### src/rtl/param_fifo.sv
`default_nettype none
//==============================================================================
// Module      : param_fifo
// Description : Single-clock synchronous FIFO with any depth >= 2 (not limited
//               to powers of two). It has registered read data and registered
//               status flags, and the flags agree with count on every cycle.
//               Optional feature: define FIFO_ERR_FLAGS_EN to enable the
//               sticky overflow/underflow flags. Without it both are tied to 0.
// Revision    : 1.0 - initial release
//==============================================================================
module param_fifo #(
    parameter int WORD_SIZE  = 45,
    parameter int FIFO_DEPTH = 20,
    parameter int AF_LEVEL   = 18,
    parameter int AE_LEVEL   = 2
) (
    input  logic                               clk,
    input  logic                               reset,
    input  logic                               write_enable,
    input  logic                               read_enable,
    input  logic [WORD_SIZE-1:0]               data_in,
    output logic [WORD_SIZE-1:0]               data_out,
    output logic                               empty_signal,
    output logic                               full_signal,
    output logic                               almost_full,
    output logic                               almost_empty,
    output logic [$clog2(FIFO_DEPTH+1)-1:0]    count,
    output logic                               overflow,
    output logic                               underflow
);

    // Occupancy needs one more code than there are entries.
    // The pointers only ever address valid entries.
    localparam int CNT_W = $clog2(FIFO_DEPTH + 1);
    localparam int PTR_W = $clog2(FIFO_DEPTH);

    localparam logic [PTR_W-1:0] PTR_LAST = PTR_W'(FIFO_DEPTH - 1);
    localparam logic [CNT_W-1:0] CNT_FULL = CNT_W'(FIFO_DEPTH);

    // Storage. It is deliberately left out of reset, so it maps onto plain RAM.
    logic [WORD_SIZE-1:0] mem [0:FIFO_DEPTH-1];

    logic [PTR_W-1:0] wr_ptr;
    logic [PTR_W-1:0] rd_ptr;
    logic [CNT_W-1:0] count_next;
    logic             rd_accept;
    logic             wr_accept;

    // A pointer advances by one. For a non-power-of-two depth it must wrap
    // explicitly at the last entry.
    function automatic logic [PTR_W-1:0] ptr_inc(input logic [PTR_W-1:0] p);
        return (p == PTR_LAST) ? '0 : p + 1'b1;
    endfunction

    // A read is accepted only when the FIFO holds data. A write is accepted
    // when there is room, or when the same-cycle read frees an entry.
    assign rd_accept = read_enable & ~empty_signal;
    assign wr_accept = write_enable & (~full_signal | rd_accept);

    // Next occupancy. It feeds both the count register and the status flags,
    // so the flags never lag count.
    always_comb begin
        count_next = count;
        unique case ({wr_accept, rd_accept})
            2'b10:   count_next = count + 1'b1;
            2'b01:   count_next = count - 1'b1;
            default: count_next = count;
        endcase
    end

    // Write port of the storage array (no reset on the contents).
    always_ff @(posedge clk) begin
        if (wr_accept) begin
            mem[wr_ptr] <= data_in;
        end
    end

    // Pointers, occupancy and the read data register.
    always_ff @(posedge clk or negedge reset) begin
        if (!reset) begin
            wr_ptr   <= '0;
            rd_ptr   <= '0;
            count    <= '0;
            data_out <= '0;
        end else begin
            if (wr_accept) begin
                wr_ptr <= ptr_inc(wr_ptr);
            end
            if (rd_accept) begin
                rd_ptr   <= ptr_inc(rd_ptr);
                data_out <= mem[rd_ptr];
            end
            count <= count_next;
        end
    end

    // Status flags are registered from the next occupancy.
    always_ff @(posedge clk or negedge reset) begin
        if (!reset) begin
            empty_signal <= 1'b1;
            full_signal  <= 1'b0;
            almost_empty <= 1'b1;
            almost_full  <= 1'b0;
        end else begin
            empty_signal <= (count_next == '0);
            full_signal  <= (count_next == CNT_FULL);
            almost_empty <= (int'(count_next) <= AE_LEVEL);
            almost_full  <= (int'(count_next) >= AF_LEVEL);
        end
    end

`ifdef FIFO_ERR_FLAGS_EN
    logic write_dropped;
    logic read_ignored;

    // The error conditions are taken from the same decisions that gate the
    // pointers, so a flag cannot disagree with what the datapath did.
    assign write_dropped = write_enable & ~wr_accept;
    assign read_ignored  = read_enable & empty_signal;

    // The error flags are sticky. Only reset clears them.
    always_ff @(posedge clk or negedge reset) begin
        if (!reset) begin
            overflow  <= 1'b0;
            underflow <= 1'b0;
        end else begin
            if (write_dropped) begin
                overflow <= 1'b1;
            end
            if (read_ignored) begin
                underflow <= 1'b1;
            end
        end
    end
`else
    assign overflow  = 1'b0;
    assign underflow = 1'b0;
`endif

`ifndef SYNTHESIS
    // Structural invariants of the occupancy logic.
    a_count_bound : assert property (@(posedge clk) disable iff (!reset)
        count <= CNT_FULL);
    a_empty_flag  : assert property (@(posedge clk) disable iff (!reset)
        empty_signal == (count == '0));
    a_full_flag   : assert property (@(posedge clk) disable iff (!reset)
        full_signal == (count == CNT_FULL));
`endif

endmodule
`default_nettype wire

### config.mk
export PLATFORM = sky130hd
export DESIGN_NAME = param_fifo
export DESIGN_NICKNAME = d
export VERILOG_FILES = /design/src/rtl/param_fifo.sv
export SDC_FILE = /design/constraint.sdc
export NUM_CORES = 1
export LEC_CHECK = 0
export ABC_AREA = 1
export CAP_MARGIN = 10
export CORE_UTILIZATION = 60
export DETAILED_ROUTE_END_ITERATION = 10
export GPL_ROUTABILITY_DRIVEN = 0
export PLACE_DENSITY = 0.78
export REMOVE_ABC_BUFFERS = 1
export SLEW_MARGIN = 20
export SYNTH_ARGS = -nofsm -noshare
export SYNTH_HDL_FRONTEND = slang
export SYNTH_SLANG_ARGS = --single-unit
### constraint.sdc
create_clock -name clk -period 5.8 [get_ports clk]
set_clock_uncertainty 0.05 [all_clocks]
set_input_delay 1.16 -clock clk [delete_from_list [all_inputs] [get_ports clk]]
set_output_delay 1.16 -clock clk [all_outputs]
set_load 0.01 [all_outputs]
==> impl_metrics.yaml <==
clocking:
  h-tree-depth: 3
  cts_root_buf: "clkbuf_16"
  clk_pin_slew_ns: 0.06
  cts_buffers: 92
  cts_tree: "done"
  cts_setup_buffers: 0
  cts_sinks: 964
  cts.repair.resized: 0
  cts_buffer_depth: 3
  clkLatencyLatePin_ns: 0.66
  cts-hold-fix-buffers: 0
drt:
  wire_per_inst_um: 23.0
  top_layer_used: "met4"
  num_vias: 25207
  drt_wl_total_um: 94700
  viasPerCell: 6.14
  wl_met1_um: 36400
  drc: 0
  ant_nets: 0
  wl_met3_um: 9370
  dr.pass1.iters: 6
  wl_met2_um: 45900
  drtIter0Drc: 3661
power:
  power.leakage_nw: 14.9
  p_per_area_nw_per_um2: 487
  max-vdd-ir-drop_v: 0.000350
final_layout:
  layout_common_cells: "edfxtp_1, nor2_1, nand2_1"
  drive_gt1_frac: 0.0653
  layout_commonest_cell: "edfxtp_1"
  antenna_cells: 0
  area_growth_pct: 12.8
  stdcell_count: 4107
  nNetsFinal: 3240
flow_run:
  drv_cap: 0
floorplan:
  rows: 92
  fp.dieW_um: 254
  ios: 105
  start_util: 0.606
  fp.dieH_um: 254
  coreArea_um2: 63000
  die-area_um2: 64600
synth:
  synth_top_area_share: 0.709
  synth_top_area_cell: "edfxtp_1"
  yosysWarnings: 0
  syn_avg_cell_area_um2: 12.2
  seq_area_frac_synth: 0.751
  synth-seq-cells: 964
  synth_cell_type_count: 27
  syn_inst: 3129
  ys_top_cells_by_area: "edfxtp_1, nor2_1, o21ai_0, nand2_1, dfrtp_1"
  netlist_area_um2: 38100
sta:
  tightestPinTransition_ns: 1.16
  finalCriticalPeriod_ns: 3.89
  max_freq_mhz: 257
  rsz0062_at_grt: "no"
  finalCritPeriodShare: 0.671
  final.setup.tns_ns: 0
  holdWs_ns: 0.413
  setup_viol: 0
  drv_slew: 0
  slew_headroom: 0.228
  hold_violations: 0
critical_path:
  path_class: "primary input to flip-flop"
  worstPathMaxFanout: 26
  cp.required_ns: 6.07
  endpoint_kind: "flip-flop"
  critPathLaunchType: "primary input"
  cp.arrival_ns: 4.16
global_routing:
  grt_usage: 0.298
  grt_pass1_wl_um: 144000
  grt_pass1_vias: 24703
  grt_start_max_net_pins: 179
  antenna_found_initial: 0
  grt_overflow: 0
placement:
  numPortBuffers: 102
  dp_cells: 3934
  dpl.hpwl_um: 52100
outcome:
  status: "completed"
min_path:
  holdCritPathClass: "primary input to async pin"
## cell usage after synthesis, drive strengths merged
cell type    n
edfxtp     900
nor2       619
nand2      536
o21ai      502
nand3      193
buf         95
clkbuf      91
dfrtp       62
o22ai       46
inv         32
o21bai      22
ha           9
nand4        5
nor3         4
a21oi        3
a31oi        2
dfstp        2
xnor2        2
xor2         2
conb         1
or2          1
## sequential cells by signal (all words and copies together) (netlist names)
signal and flops:
full_signal 1, almost_empty 1, wr_ptr 5, count 5, almost_full 1, empty_signal 1, data_out 45, mem 900
rd_ptr 5
## path summary, 6_finish.rpt
kind                              startpoint      endpoint  slack, ns  cells after the start
worst max-delay path             read_enable   mem[13][37]       1.91                     10
worst min-delay path                   reset  data_out[30]       0.41                      1
worst max register to register     rd_ptr[1]  data_out[27]       2.38                      9
worst min register to register  data_out[39]  data_out[39]       0.43                      2
max in group asynchronous              reset     rd_ptr[0]       4.22                      2
min in group clk                data_out[39]  data_out[39]       0.43                      2
## critical path, cell delays in order
cell and delay (ns):
clkdlybuf4s50_1 0.46, inv_1 0.06, nor2_4 0.09, inv_2 0.04
nand2_1 0.05, nand2_1 0.24, inv_1 0.30, nand2_1 0.35
nor2_4 0.92, buf_4 0.47
## stage by stage
step	area, um^2	total power [W]	util	worst slack (ns)
CTS	43000	0.0209	0.683	1.95
finish	43000	0.0210	0.683	1.91
detailed placement	39900	0.0148	0.634	1.37
floorplan	37300	0.0125	-	-9.98
global placement	39900	0.0147	0.634	1.52
global route	43000	0.0219	0.683	1.79
## power by group
group          internal, W  switching (W)
Sequential         0.00802       0.000356
Clock              0.00353        0.00257
Combinational      0.00196        0.00453
Total               0.0135        0.00745
## metal layers
metal,global-route usage,vias up
li1,-,11140
met1,0.411,12329
met2,0.481,1544
met3,0.0501,194
met4,0.109,0
met5,0,-
## layout make-up
| type | instances | area, um^2 |
|---|---|---|
| clock inverter | 43 | 510 |
| timing repair buffer | 144 | 1420 |
| sequential | 964 | 28600 |
| multi-input combinational | 1948 | 8680 |
| tap | 846 | 1060 |
| fill | 4193 | 19900 |
| inverter | 32 | 133 |
| clock buffer | 130 | 2590 |
## cell families after synthesis
kind of cell	Yosys count	share of synthesized area
and+or+nand+nor	1358	0.141
other	1	0.0000984
adders and majority gates	9	0.00295
xor gates and xnor gates	4	0.000919
AOI/OAI and AO/OA	575	0.0785
DFF	964	0.751
buffers and inverters	218	0.0260
Note: power is estimated with default switching activity, not from simulation.
